### config.mk
export PLATFORM = sky130hd
export DESIGN_NAME = uart_fifo_128x8
export DESIGN_NICKNAME = d
export VERILOG_FILES = /design/src/rtl/uart_fifo_128x8.sv
export SDC_FILE = /design/constraint.sdc
export NUM_CORES = 1
export LEC_CHECK = 0
export CAP_MARGIN = 10
export CORE_UTILIZATION = 55
export DETAILED_ROUTE_END_ITERATION = 7
export PLACE_DENSITY = 0.77
export SYNTH_ARGS = -nofsm -noshare
export SYNTH_HDL_FRONTEND = slang
export SYNTH_SLANG_ARGS = --single-unit
export TNS_END_PERCENT = 100
### constraint.sdc
create_clock -name CLK -period 4.2 [get_ports CLK]
set_input_delay 0.84 -clock CLK [delete_from_list [all_inputs] [get_ports CLK]]
set_output_delay 0.84 -clock CLK [all_outputs]
set_load 0.1 [all_outputs]
### src/rtl/uart_fifo_128x8.sv
// 128x8 synchronous FIFO between the APB registers and the UART shifters, two-cycle registered read path.
// Optional sticky overflow/underflow outputs (OVF/UDF) are built when UART_FIFO_ERR_FLAGS_EN is defined.
module uart_fifo_128x8 #(
    parameter int DEPTH     = 128,
    parameter int AW        = 7,
    parameter int DW        = 8,
    parameter int THRESHOLD = 64
) (
    input  logic          CLK,
    input  logic          RESET,
    input  logic [DW-1:0] DATA_IN,
    input  logic          WRB,
    input  logic          RDB,
    output logic [DW-1:0] DATA_OUT,
    output logic          FULL,
    output logic          EMPTY,
    output logic          GEQTH
`ifdef UART_FIFO_ERR_FLAGS_EN
    ,
    output logic          OVF,
    output logic          UDF
`endif
);

    localparam logic [AW-1:0] FULL_LVL = AW'(DEPTH - 1);
    localparam logic [AW-1:0] TH_LVL   = AW'(THRESHOLD);

    logic [DW-1:0] mem [0:DEPTH-1];

    logic [AW-1:0] wr_ptr_q, wr_ptr_d;
    logic [AW-1:0] rd_ptr_q, rd_ptr_d;
    logic [AW-1:0] count_q,  count_d;
    logic [AW-1:0] raddr_q;
    logic          rdb_dly_q;
    logic [DW-1:0] dout_q;
    logic          push_ok;
    logic          pop_ok;

    assign FULL     = (count_q == FULL_LVL);
    assign EMPTY    = (count_q == '0);
    assign GEQTH    = (count_q >= TH_LVL);
    assign DATA_OUT = dout_q;

    // A push while full is still taken when a pop frees a slot in the same cycle.
    always_comb begin
        push_ok  = !WRB && (!FULL || (!RDB && !EMPTY));
        pop_ok   = !RDB && !EMPTY;
        wr_ptr_d = wr_ptr_q;
        rd_ptr_d = rd_ptr_q;
        count_d  = count_q;
        if (push_ok) wr_ptr_d = wr_ptr_q + AW'(1);
        if (pop_ok)  rd_ptr_d = rd_ptr_q + AW'(1);
        if (push_ok && !pop_ok) count_d = count_q + AW'(1);
        if (pop_ok && !push_ok) count_d = count_q - AW'(1);
    end

    always_ff @(posedge CLK) begin
        if (RESET) begin
            wr_ptr_q  <= '0;
            rd_ptr_q  <= '0;
            count_q   <= '0;
            raddr_q   <= '0;
            rdb_dly_q <= 1'b0;
            dout_q    <= '0;
        end else begin
            wr_ptr_q  <= wr_ptr_d;
            rd_ptr_q  <= rd_ptr_d;
            count_q   <= count_d;
            raddr_q   <= rd_ptr_q;
            rdb_dly_q <= RDB;
            // Data lands one cycle after the address capture; an empty-pop load is stale but harmless.
            if (!rdb_dly_q) dout_q <= mem[raddr_q];
        end
    end

    // Storage is not reset; a same-address read sees the pre-write word.
    always_ff @(posedge CLK) begin
        if (push_ok) mem[wr_ptr_q] <= DATA_IN;
    end

`ifdef UART_FIFO_ERR_FLAGS_EN
    logic ovf_q;
    logic udf_q;

    always_ff @(posedge CLK) begin
        if (RESET) begin
            ovf_q <= 1'b0;
            udf_q <= 1'b0;
        end else begin
            if (!WRB && !push_ok) ovf_q <= 1'b1;
            if (!RDB && EMPTY)    udf_q <= 1'b1;
        end
    end

    assign OVF = ovf_q;
    assign UDF = udf_q;
`endif

endmodule

Word level (Yosys, flattened, before mapping)
Memories as Yosys holds them, arrays and structs flattened. A register that Yosys moved wholly into a read port is not among the register bits.
Index checks and enable logic that the tools add are counted.

storage, ports and cells
  bits in registers = 29
  memory bits (writable) = 1024
  bits of input ports = 12
  memories = 1

memories
  memory  depth  bits a word  read ports  clocked after memory_dff  write ports  line  text
  mem     128    8            1           1                         1            28    logic [DW-1:0] mem [0:DEPTH-1];

operators by class
  add/subtract/negate cells = 4
  magnitude comparators = 1
  equal/unequal tests = 1
  multiplexer cells = 4
  reduce and logical (&&, ||, !) cells = 14

operators by type and width
  cell                 number
  $add 7x1->7 const B  3
  $mux 7               2
  $eq 7x7->1 const B   1
  $ge 7x7->1 const B   1
  $logic_not 1->1      7
  $logic_not 7->1      1
  $sub 7x1->7 const B  1
  $logic_and 1x1->1    4
  $mux 1               2
  $reduce_bool 2->1    1
  $logic_or 1x1->1     1

Depth between registers and ports, before layout
Gate-level depths: netlist of run 1.

  depth in word-level cells = 8
  gate-level depth with buffers = 11
  mapped depth without buffers = 10

Worst setup path before layout of run 1
No wires, ideal clock.

  path kind = register -> output
  from = register count_q[2]
  to = output port EMPTY
  arrival time = 3673 ps
  slack = -313 ps
  cell stages (with the launch flop) = 3
  cells stage by stage = dfxtp_1 or4_4 nor4_1

on the way
  cells in the longest elaborated chain, start to end = 1

RTL lines
  element                 line  text
  from (decl)             32    logic [AW-1:0] count_q, count_d;
  from (signal assigned)  68    count_q <= count_d;
  $logic_not 7->1         40    assign EMPTY = (count_q == '0);
  to (decl)               16    output logic EMPTY,

No other way between the ends.

Worst setup path in the final report of run 1
  from = register count_q[0]
  to = output port FULL

on the way
  cells in the longest elaborated chain, start to end = 1

RTL lines
  element     line  text
  $eq 7x7->1  39    assign FULL = (count_q == FULL_LVL);
  to (decl)   15    output logic FULL,

No other way between the ends.

==> summary.md, run 1 <==
| Metric | Value |
|---|---|
| Outcome | `complete, no violations` |
| Area leader, netlist | `edfxtp_1` |
| Pins Over Slew Limit | `0` |
| Die Area | `76620 sq um` |
| Core Box Area | `74570 sq um` |
| Setup_tns | `0 ns` |
| YS warnings | `0` |
| IO buf count | `22` |
| Flop2flop setup slack | `0.83 ns` |
| GRT overflow | `0` |
| Nets@finish | `2254` |
| Placer Congestion | `0.9425` |
| Die H | `276.8 microns` |
| Final setup fails | `0` |
| Gate count of the mapped netlist | `2089` |
| Max VDD drop | `712.4 uV` |
| Hold path startpoint | `rd_ptr_q[1]` |
| Root Driver | `clkbuf_16` |
| Distinct cell type count after synthesis | `69` |
| Hold crit path type | `reg -> reg` |
| First-pass GRT wire length | `150100 microns` |
| Worst-Skew Late Latency | `0.68 ns` |
| Top Layer Used | `met4` |
| H-tree levels | `3` |
| Hold EP | `raddr_q[1]` |
| Clock Tree Buf Depth | `3` |
| Std-Cell Rows | `100` |
| Reg2reg path depth | `6` |
| Final HPWL DP | `63520 microns` |
| Global Route Usage Sum | `27.19%` |
| Worst-path clk slew | `0.06 ns` |
| Synth cell count leaders | `edfxtp_1 (1024), mux4_2 (227), nor2_1 (167)` |
| Startpoint Class | `flip-flop` |
| Ys flop type | `edfxtp_1` |
| Diodes inserted | `0` |
| PostCTS Resize Cnt | `0` |
| Slew HR | `16.71%` |
| Initial core utilization | `55.70%` |
| Residual DRC count | `0` |
| EDFF count, synth | `1024` |
| Highest clock rate | `0.2785 GHz` |
| WS Path Type | `reg -> out` |
| Final ANT Viol Nets | `0` |
| Mapped Area | `41530 sq um` |
| Worst-margin pin slew | `1.247 ns` |
| Ys async rst share | `0%` |
| Met2 wire len | `47820 microns` |
| DR WL/cell | `31.43 microns` |
| Initial antenna violation count | `0` |
| Via density | `6.688` |
| Worst setup startpoint | `count_q[0]` |
| Most frequent cell after synthesis | `edfxtp_1` |
| Worst endpoint data arrival time | `2.75 ns` |
| Post-synthesis sequential area ratio | `75.82%` |
| Met3 Wirelength | `12500 microns` |
| DRT met1 WL | `38190 microns` |
| Yosys top cell area share | `74.04%` |
| Vias in the first global route | `21810` |
| CTS sink cnt | `1061` |
| Post-layout util | `62.97%` |
| Yosys reg bits | `1061` |
| Area added between synthesis and finish | `13.06%` |
| R2r endpoint | `DATA_OUT[2]` |
| RR Startpoint | `raddr_q[3]` |
| I/O pin cnt | `23` |
| Max Cap Viol | `0` |
| Via count | `21980` |
| Largest net degree at the start of global routing | `80` |
| Unrepaired setup endpoints after global routing | `no` |
| Detailed Route WL | `103300 microns` |
| Hold_buf cts | `0` |
| Critical path endpoint category | `output pin` |
| Worst endpoint required time | `3.36 ns` |
| DRT Pass-1 Iters | `6` |
| CTS tree | `yes` |
| Setup bufs post-CTS | `0` |
| Layout cell share with drive strength beyond 1 | `23.39%` |
| Hold Vio Cnt, Final | `0` |
| Leak pwr | `0.01451 uW` |
| Synth top area cells | `edfxtp_1 (74%), mux4_2 (12%), mux2i_1 (2.4%), dfxtp_1 (1.8%), nor2_1 (1.5%)` |
| CTS buffer count | `102` |
| Die X | `276.8 microns` |
| Hold Crit Depth | `1` |
| Mean Syn Cell Area | `19.88 sq um` |
| Initial DRC count | `3603` |
| Pwr/cell area | `512.3 nW/um^2` |
| Minimum clock period | `3.591 ns` |
| CP Max Fanout | `6` |
| Skew final | `0.04171 ns` |
| Final Cycle Share | `85.50%` |
| Synthesized Nets | `2109` |
## per-layer routing
layer | vias to the layer above | track usage (%)
met5 | - | 0
met4 | 0 | 12.17
met3 | 275 | 6.623
met2 | 1568 | 41.17
met1 | 11270 | 37.92
li1 | 8861 | -
## critical path: stages (launching register included)
cell and delay [ns]:
dfxtp_1 0.49, and3_1 0.22, and2_1 0.21, clkdlybuf4s50_1 1.17
## power by group
| part | switching [uW] | total, uW | internal (uW) | leakage [uW] |
|---|---|---|---|---|
| clock | 3910 | 9310 | 5400 | 0.00164 |
| sequential | 156 | 11800 | 11700 | 0.00951 |
| combinational | 1670 | 2930 | 1270 | 0.00336 |
| total | 5740 | 24100 | 18300 | 0.0145 |
## final cells by class
cell class / instances / area [sq um]
Tap cell: 969 / 1212
Fill cell: 4886 / 27610
Clock buffer: 123 / 2748
Clock inverter: 64 / 661.9
Timing Repair Buffer: 156 / 1429
Sequential cell: 1061 / 31500
Inverter: 14 / 52.55
Multi-Input combinational cell: 899 / 9351
## registers in the layout, indices dropped and copies added (netlist names)
| signal | cells |
|---|---|
| rd_ptr_q | 7 |
| DATA_OUT | 8 |
| wr_ptr_q | 7 |
| count_q | 7 |
| raddr_q | 7 |
| rdb_dly_q | 1 |
| mem | 1024 |
## cells by family (layout without fill, tap and decap cells)
logic type | after synthesis | after routing | share of synthesized area, %
compound gates | 195 | 195 | 3.299
simple gates | 355 | 355 | 3.862
flops | 1061 | 1061 | 75.82
fa+ha+maj | 8 | 8 | 0.2591
buf+inv | 129 | 357 | 1.711
mux | 328 | 328 | 14.78
xor+xnor | 13 | 13 | 0.2741
## metrics by stage
| stage | setup slack (ns) | instances | power [uW] | hold WS (ns) | cell area (sq um) |
|---|---|---|---|---|---|
| after floorplan | 0.8730 | 2089 | 14000 | 0.4471 | 41540 |
| after global placement | 0.5415 | 3099 | 14880 | 0.4692 | 43550 |
| after detailed placement | 0.5885 | 3099 | 14930 | 0.4964 | 43550 |
| after CTS | 0.5887 | 3286 | 24100 | 0.5021 | 46960 |
| after global routing | 0.5365 | 3286 | 24620 | 0.5288 | 46960 |
| final | 0.6089 | 3286 | 24060 | 0.5007 | 46960 |
## placed cells by master, fill, tap and decap left out, drive strengths merged, types with 6 or more instances in the layout
cell type / n
and3: 6
a21oi: 47
o22ai: 9
a22oi: 49
xnor2: 6
mux2i: 100
xor2: 7
clkbuf: 123
clkdlybuf4s50: 13
o2111ai: 7
nor4: 6
nand2b: 9
dfxtp: 37
o211ai: 6
nand2: 70
clkinvlp: 9
nand3: 30
clkinv: 44
bufinv: 12
nor2: 168
ha: 7
inv: 13
mux4: 227
a31oi: 8
a221oi: 13
nor3: 7
buf: 143
edfxtp: 1024
o21ai: 14
nand4: 12
nor2b: 25
## worst max path at each step
stage,slack (ns),to,cells after the start
floorplan,0.87,EMPTY,2
global placement,0.54,count_q[6],11
detailed placement,0.59,count_q[6],11
CTS,0.59,FULL,3
global route,0.54,FULL,3
finish,0.61,FULL,3
No activity file was read; power rests on OpenSTA's default activity.
==> inputs of run 2 (changes only) <==
- REMOVE_ABC_BUFFERS: not set -> 1
==> summary.md, run 2 (synthesized netlist as in run 1, its figures left out) <==
| Metric | Value |
|---|---|
| Outcome | `complete, no violations` |
| Worst-margin pin slew | `1.023 ns (-0.2234 ns)` |
| Max VDD drop | `783.0 uV (+9.9%)` |
| Initial core utilization | `55.70% (unchanged)` |
| Core Box Area | `74570 sq um (unchanged)` |
| Highest clock rate | `0.2756 GHz (-1.0%)` |
| Worst-Skew Late Latency | `0.67 ns (about the same)` |
| Clock Tree Buf Depth | `3 (unchanged)` |
| Placed Area | `43400 sq um (-0.34%)` |
| Final Cycle Share | `86.38% (+0.88 points)` |
| Die Area | `76620 sq um (unchanged)` |
| Worst-path clk slew | `0.06 ns (about the same)` |
| Setup bufs post-CTS | `0 (unchanged)` |
| CTS tree | `yes` |
| Logic pwr share | `11.9% (-0.3 points)` |
| Largest net degree at the start of global routing | `129 (+61%)` |
| Critical path endpoint category | `flip-flop` |
| Std-Cell Rows | `100 (unchanged)` |
| Global Route Usage Sum | `26.72% (-0.47 points)` |
| GRT overflow | `0 (unchanged)` |
| Skew final | `0.02752 ns (-0.01419 ns)` |
| Diodes inserted | `0 (unchanged)` |
| Finished Cell Area | `46800 sq um (-0.34%)` |
| Initial antenna violation count | `2 (+2)` |
| Vias in the first global route | `22050 (+1.1%)` |
| CP max-delay cell | `or4_4` |
| IO buf count | `22 (unchanged)` |
| Worst endpoint required time | `4.76 ns (+1.40 ns)` |
| I/O pin cnt | `23 (unchanged)` |
| Final ANT Viol Nets | `0 (unchanged)` |
| Fill cells | `4824 (-1.3%)` |
| First-pass GRT wire length | `148700 microns (-0.95%)` |
| Pins Over Slew Limit | `0 (unchanged)` |
| Die H | `276.8 microns (unchanged)` |
| Leak pwr | `0.01443 uW (-0.52%)` |
| Detailed Route WL | `100900 microns (-2.3%)` |
| Commonest cells after routing, fill and taps aside | `edfxtp_1 (1024), mux4_2 (227), nor2_1 (165)` |
| Reg with most FFs | `mem` |
| Initial DRC count | `3138 (-13%)` |
| Buffers plus inverters on the worst setup path | `0 (-1)` |
| CTS sink cnt | `1061 (unchanged)` |
| Max Cap Viol | `0 (unchanged)` |
| Area added between synthesis and finish | `12.67%` |
| Slew HR | `31.70% (+15 points)` |
| DR WL/cell | `30.80 microns (-2.0%)` |
| Power share of the clock group | `38.9% (+0.2 points)` |
| Hold Vio Cnt, Final | `0 (unchanged)` |
| Pwr/cell area | `511.6 nW/um^2 (-0.13%)` |
| Minimum clock period | `3.628 ns (+0.03675 ns)` |
| Nets@finish | `2246 (-0.35%)` |
| CTS buffer count | `103 (+0.98%)` |
| CP Max Fanout | `8 (+2)` |
| Switching Share | `23.52% (-0.32 points)` |
| Placer Congestion | `0.9239 (-2.0%)` |
| Hold_buf cts | `0 (unchanged)` |
| Max incr delay on CP | `0.54 ns (-0.63 ns)` |
| Layout cell share with drive strength beyond 1 | `22.97% (-0.42 points)` |
| Worst path cell trace | `or4_4, o41a_1, and2_2, fa_1, a21o_1, a21oi_1, o21bai_1, a21oi_1, mux2i_1, mux2_2` |
| Root Driver | `clkbuf_16` |
| Hold crit path type | `reg -> reg` |
| Kind of cell adding the most delay to the critical path | `compound AO/OA/AOI/OAI gates` |
| Sequential group share of total power | `49.2% (about the same)` |
| Residual DRC count | `0 (unchanged)` |
| Via density | `6.672 (-0.24%)` |
| Most common cell after layout, fill and taps aside | `edfxtp_1` |
| Startpoint Class | `flip-flop` |
| Cell mode on critical path | `a21oi_1` |
| Largest register FFs | `1024 (unchanged)` |
| DRT Pass-1 Iters | `7 (+1)` |
| Final setup fails | `0 (unchanged)` |
| Hold_ws | `0.5074 ns (+0.006750 ns)` |
| PostCTS Resize Cnt | `0 (unchanged)` |
| Pint | `18310 uW (about the same)` |
| Die X | `276.8 microns (unchanged)` |
| Unrepaired setup endpoints after global routing | `no` |
| H-tree levels | `3 (unchanged)` |
| Via count | `21860 (-0.54%)` |
| Worst endpoint data arrival time | `4.18 ns (+1.43 ns)` |
| Final HPWL DP | `62730 microns (-1.2%)` |
| WS Path Type | `reg -> reg` |
| Sw Pwr | `5631 uW (-1.8%)` |
==> run 2: final timing paths <==
path	startpoint	endpoint	slack [ns]	cells after the start
worst max-delay path	count_q[2]	count_q[6]	0.57	10
worst min-delay path	rd_ptr_q[1]	raddr_q[1]	0.51	1
worst max register to register	count_q[2]	count_q[6]	0.57	10
worst min register to register	rd_ptr_q[1]	raddr_q[1]	0.51	1
==> run 2: worst register-to-register path, stage by stage (launching register included) <==
cell	delay, ns
dfxtp_1	0.34
or4_4	0.54
o41a_1	0.50
and2_2	0.35
fa_1	0.44
a21o_1	0.19
a21oi_1	0.25
o21bai_1	0.10
a21oi_1	0.22
mux2i_1	0.23
mux2_2	0.35
==> run 2: power by group through the flow <==
stage          Sequential, uW  Clock, uW  Combinational (uW)
4_1_cts                 11800       9390                2840
6_report                11800       9320                2840
2_1_floorplan           12400          0                2080
5_1_grt                 11800       9770                2980
3_5_place_dp            12000          0                2820
3_3_place_gp            12000          0                2760
==> run 2: final cells by class <==
| type | count | area (sq um) | area share (%) |
|---|---|---|---|
| Clock buffer | 130 | 2761 | 5.901 |
| Sequential cell | 1061 | 31500 | 67.32 |
| Tap cell | 969 | 1212 | 2.591 |
| Inverter | 14 | 52.55 | 0.1123 |
| Clock inverter | 56 | 635.6 | 1.358 |
| Timing Repair Buffer | 147 | 1286 | 2.749 |
| Multi-Input combinational cell | 899 | 9345 | 19.97 |
==> run 2: layer usage <==
| metal | part of all wire (%) | track usage [%] |
|---|---|---|
| met5 | 0.033 | 0 |
| met4 | 3.2 | 9.160 |
| met3 | 12 | 5.923 |
| met2 | 47 | 40.77 |
| met1 | 38 | 38.60 |
==> run 2: through the flow <==
| stage | setup slack (ns) | power [uW] | util, % | cells | TNS [ns] |
|---|---|---|---|---|---|
| after floorplan | -7.727 | 14450 | - | 1974 | -60.40 |
| after global placement | 0.4147 | 14750 | 58.20 | 3090 | 0 |
| after detailed placement | 0.3280 | 14820 | 58.20 | 3090 | 0 |
| after CTS | 0.6110 | 24000 | 62.75 | 3276 | 0 |
| after global routing | 0.4723 | 24540 | 62.75 | 3276 | 0 |
| final | 0.5722 | 23940 | 62.75 | 3276 | 0 |
==> edit 1 (config.mk and constraints of run 1) <==
Build with the macro `UART_FIFO_ERR_FLAGS_EN` defined.
--- a/src/rtl/uart_fifo_128x8.sv
+++ b/src/rtl/uart_fifo_128x8.sv
@@ -1,5 +1,7 @@
 // 128x8 synchronous FIFO between the APB registers and the UART shifters, two-cycle registered read path.
 // Optional sticky overflow/underflow outputs (OVF/UDF) are built when UART_FIFO_ERR_FLAGS_EN is defined.
+`define UART_FIFO_ERR_FLAGS_EN
+
 module uart_fifo_128x8 #(
     parameter int DEPTH     = 128,
     parameter int AW        = 7,
Behaviour (old outputs only; new: OVF and UDF): unchanged (equiv_simple and equiv_induct, registers matched by name and starting in step).
==> edit 1 against run 1 <==
Power fell by 3.0%; worst setup slack gained 0.0077 ns; wire length fell by 0.84%; cell area is 0.14% higher; clock skew fell by 0.0028 ns; critical path depth unchanged; via count rose by 0.34%; sequential cell count up 2; maximum frequency is 0.21% higher; synthesized area is 1.0% higher; utilization shrank 0.23 points; highest routed layer unchanged.
==> edit 1: results (changes against run 1) <==
* Filler cells at 4907 (+0.43%)
* Wirelength, routed at 102000 microns (-0.84%)
* Vias in the first global route at 22104 (+1.4%)
* Starting DRT DRC Count at 3149 (-13%)
* FF-to-FF Start: raddr_q[0]$_SDFF_PP0_
* Worst r2r dst: DATA_OUT[6]$_SDFFE_PP0N_
* Lkg Pwr at 14.6 nW (+0.79%)
* Final HPWL from detailed placement at 63400 microns (-0.19%)
* Async S/R FF share, synth at 0% (unchanged)
* Total nets after synthesis at 2144 (+1.7%)
* Slew @ Worst Pin at 1.13 ns (-0.114 ns)
* Netlist cell types at 71 (+2.9%)
* CTS root buffer: clkbuf_16
* Crit path DAT at 2.74 ns (about the same)
* Antenna fix cells at 0 (unchanged)
* Final RePlAce weighted congestion at 0.918 (-2.6%)
* Synth Area in Compound Gates at 3.25% (-0.054 points)
* CP Max Fanout at 4 (-2)
* Ys Warns at 0 (unchanged)
* R2r setup slk at 0.73 ns (-0.10 ns)
* Most frequently used flop master after synthesis: edfxtp_1
* Post-synthesis mux area share at 15.2% (+0.47 points)
* Largest Register: mem
* Antenna violations before repair at 1 (+1)
* # Post-CTS Setup Buffers at 0 (unchanged)
* Peak VDD IR at 0.000645 V (-9.5%)
* Setup Skew at 0.0389 ns (-0.00281 ns)
* Final-stage net count at 2316 (+2.8%)
* DR pass1 iterations at 6 (unchanged)
* Largest net degree at the start of global routing at 129 (+61%)
* Vias at 22053 (+0.34%)
* First-pass GRT wire length at 150000 microns (about the same)
* CTS Buffer Depth at 3 (unchanged)
* Global-route usage over all layers at 26.9% (-0.24 points)
* Setup crit end: EMPTY
* Post-synthesis adder-cell area fraction at 0.257% (-0.0026 points)
* Clk_lat worst skew at 0.67 ns
* Worst Reg-to-Reg Cells at 6 (unchanged)
* Hold_sp: UDF$_SDFFE_PP0P_
* Critical Path Start: count_q[2]$_SDFFE_PP0P_
* Top cell type's share of synthesized area at 73.3% (-0.74 points)
* Status: finished, final reports clean
* Hold EP: UDF$_SDFFE_PP0P_
* IO Port Bufs at 24 (+9.1%)
* Layout cells sized above 1 at 22.2% (-1.2 points)
* Hold depth at 2 (+1)
* Synth cell count leaders: edfxtp_1, mux4_2, nor2_1
* Synth Area in XOR/XNOR at 0.292% (+0.018 points)
* Post-synthesis sequential area ratio at 75.2% (-0.66 points)
* Top post-synthesis cells by area: edfxtp_1, mux4_2, mux2i_1, dfxtp_1, nor2_1
* Net Sw Frac at 24.5% (+0.64 points)
## edit 1: cell count changes after synthesis, sizes merged, moves of 6 or more
cell / change
nand2b: -6
a221oi: -6
clkbuf: -16
buf: +12
mux2i: +69
and2: +6
nor2: +10
mux4: -24
nand2: -16
a21oi: -14
nand3: -10
a211oi: +14
mux2: +9
nor3: +9
## edit 1: layout make-up
type / count / area [sq um] / area share [%]
Sequential cell: 1063 / 31500 / 67.1
Inverter: 16 / 60.1 / 0.128
Tap cell: 969 / 1210 / 2.58
Multi-Input combinational cell: 934 / 9540 / 20.3
Clock inverter: 57 / 369 / 0.785
Timing Repair Buffer: 179 / 1580 / 3.37
Clock buffer: 129 / 2720 / 5.78
## edit 1: power by group through the flow
stage	logic, mW	clock network [mW]	registers [mW]
floorplan	2.05	0	12.1
global placement	2.84	0	12.1
detailed placement	2.88	0	12.1
CTS	2.90	8.62	11.9
global route	3.04	9.03	11.9
finish	2.90	8.57	11.9
## edit 1: routing by layer
layer,share of wire [%],up-vias,track usage (%)
met5,0,-,0
met1,37,11275,37.5
met2,47,1479,41.9
met3,12,270,5.75
met4,4.3,0,10.9
li1,-,9029,-
## edit 1: through the flow
step / setup WS (ns) / hold WS (ns) / power (mW) / area (sq um) / std cells
global route: 0.494 / 0.527 / 23.9 / 47000 / 3347
global placement: 0.463 / 0.456 / 14.9 / 43900 / 3161
CTS: 0.587 / 0.497 / 23.4 / 47000 / 3347
finish: 0.617 / 0.484 / 23.3 / 47000 / 3347
floorplan: 0.729 / 0.458 / 14.1 / 42000 / 2124
detailed placement: 0.537 / 0.470 / 15.0 / 43900 / 3161
## edit 1: critical path: stages (launching register included)
cell	delay [ns]
dfxtp_1	0.35
nor4_2	0.37
and2_1	0.20
clkdlybuf4s50_1	1.14
==> edit 2 (flow settings as in run 1) <==
Made on the original files. `raddr_q` no longer has a reset.
--- a/src/rtl/uart_fifo_128x8.sv
+++ b/src/rtl/uart_fifo_128x8.sv
@@ -59,18 +59,20 @@
             wr_ptr_q  <= '0;
             rd_ptr_q  <= '0;
             count_q   <= '0;
-            raddr_q   <= '0;
             rdb_dly_q <= 1'b0;
             dout_q    <= '0;
         end else begin
             wr_ptr_q  <= wr_ptr_d;
             rd_ptr_q  <= rd_ptr_d;
             count_q   <= count_d;
-            raddr_q   <= rd_ptr_q;
             rdb_dly_q <= RDB;
             // Data lands one cycle after the address capture; an empty-pop load is stale but harmless.
             if (!rdb_dly_q) dout_q <= mem[raddr_q];
         end
+    end
+
+    always_ff @(posedge CLK) begin
+        raddr_q <= rd_ptr_q;
     end
 
     // Storage is not reset; a same-address read sees the pre-write word.
Formal check against the unedited RTL: not equivalent (Yosys sat finds a counterexample within 10 cycles, from zero or initial values and one cycle with RESET high; the reset may be asserted at any time).
==> edit 2 against run 1 <==
Non-clock buffer count fell by 22; worst setup slack got worse by 0.036 ns; worst hold slack worse by 0.13 ns; via count fell by 3.0%; power increased by 6.6%; cell area is 0.53% lower; count of clock-buffer cells in the layout down 3; die area about the same; final cell count is 1.6% lower; sequential cell count unchanged; synthesized area about the same; wire length shrank 5.5%.
==> edit 2: results (changes against run 1) <==
* Status: finished, final reports clean
* Lkg Pwr at 14.3 nW (-1.7%)
* Crit-path leading delay family: compound AO/OA/AOI/OAI gates
* Vias in the first global route at 21586 (-1.0%)
* DR pass1 iterations at 5 (-1)
* Setup Skew at 0.0380 ns (-0.00370 ns)
* CP Max Fanout at 36 (+30)
* Starting DRT DRC Count at 2898 (-20%)
* Clk_lat worst skew at 0.68 ns (about the same)
* Synth cell count leaders: edfxtp_1, mux4_2, nor2_1
* Post-place setup slack at 0.270 ns (-0.319 ns)
* Global Route met1 Usage at 35.2% (-2.7 points)
* Slowest cell on the critical path: dfxtp_4
* M3 GR Usage at 6.35% (-0.27 points)
* Filler cells at 4872 (-0.29%)
* Total nets after synthesis at 2073 (-1.7%)
* CTS buffer count at 101 (-0.98%)
* Slew @ Worst Pin at 1.16 ns (-0.0879 ns)
* Final HPWL from detailed placement at 60000 microns (-5.5%)
* Final RePlAce weighted congestion at 0.908 (-3.6%)
* Netlist cell types at 59 (-14%)
* Largest net degree at the start of global routing at 90 (+13%)
* Peak VDD IR at 0.000372 V (-48%)
* Layout cells sized above 1 at 23.5% (+0.085 points)
* Avg WL per Cell at 30.2 microns (-4.0%)
* Top post-synthesis cells by area: edfxtp_1, mux4_2, mux2i_1, dfxtp_1, nor2_1
edit 2: logic make-up (layout without fill, tap and decap cells):
kind of cell             count (synthesis)  after routing  share of synthesized area [%]
AND/OR/NAND/NOR                        329            329                           3.55
AO/OA/AOI/OAI                          170            170                           2.89
buffers and inverters                  122            335                           1.62
adder cells (fa/ha/maj)                  8              8                          0.259
XOR/XNOR                                12             12                          0.253
multiplexers                           351            351                           15.6
flip-flops                            1061           1061                           75.9
edit 2: per-layer routing:
metal,wire (microns),up-vias
met5,0,-
met2,46500,1396
met1,36400,10987
met3,10700,246
li1,-,8697
met4,4040,0
edit 2: worst paths after layout:
path / cells after the start / endpoint / slack [ns] / start
hold / removal: 0 / raddr_q[6]$_DFF_P_ / 0.37 / rd_ptr_q[6]$_SDFFE_PP0N_
setup reg to reg: 6 / DATA_OUT[0]$_SDFFE_PP0N_ / 0.57 / raddr_q[0]$_DFF_P_
setup / recovery: 6 / DATA_OUT[0]$_SDFFE_PP0N_ / 0.57 / raddr_q[0]$_DFF_P_
hold reg to reg: 0 / raddr_q[6]$_DFF_P_ / 0.37 / rd_ptr_q[6]$_SDFFE_PP0N_
edit 2: stage by stage:
step / util [%] / std cells / instance area (sq um)
after floorplan: - / 2053 / 41500
after global placement: 58.1 / 3046 / 43300
after detailed placement: 58.1 / 3046 / 43300
after CTS: 62.6 / 3235 / 46700
after global routing: 62.6 / 3235 / 46700
final: 62.6 / 3235 / 46700
edit 2: final cells by class:
| class | count | area, sq um | area share (%) |
|---|---|---|---|
| inverter | 12 | 45.0 | 0.0964 |
| tap | 969 | 1210 | 2.60 |
| clock inverter | 69 | 684 | 1.47 |
| timing repair buffer | 134 | 1210 | 2.59 |
| clock buffer | 120 | 2700 | 5.79 |
| sequential | 1061 | 31500 | 67.5 |
| multi-input combinational | 870 | 9350 | 20.0 |
edit 2: power groups by stage:
stage / logic, mW / registers [mW] / clock network (mW)
after CTS: 4.49 / 11.9 / 9.30
after global routing: 4.71 / 11.9 / 9.66
after detailed placement: 4.45 / 12.2 / 0
final: 4.49 / 11.9 / 9.23
after global placement: 4.38 / 12.1 / 0
after floorplan: 3.29 / 12.1 / 0
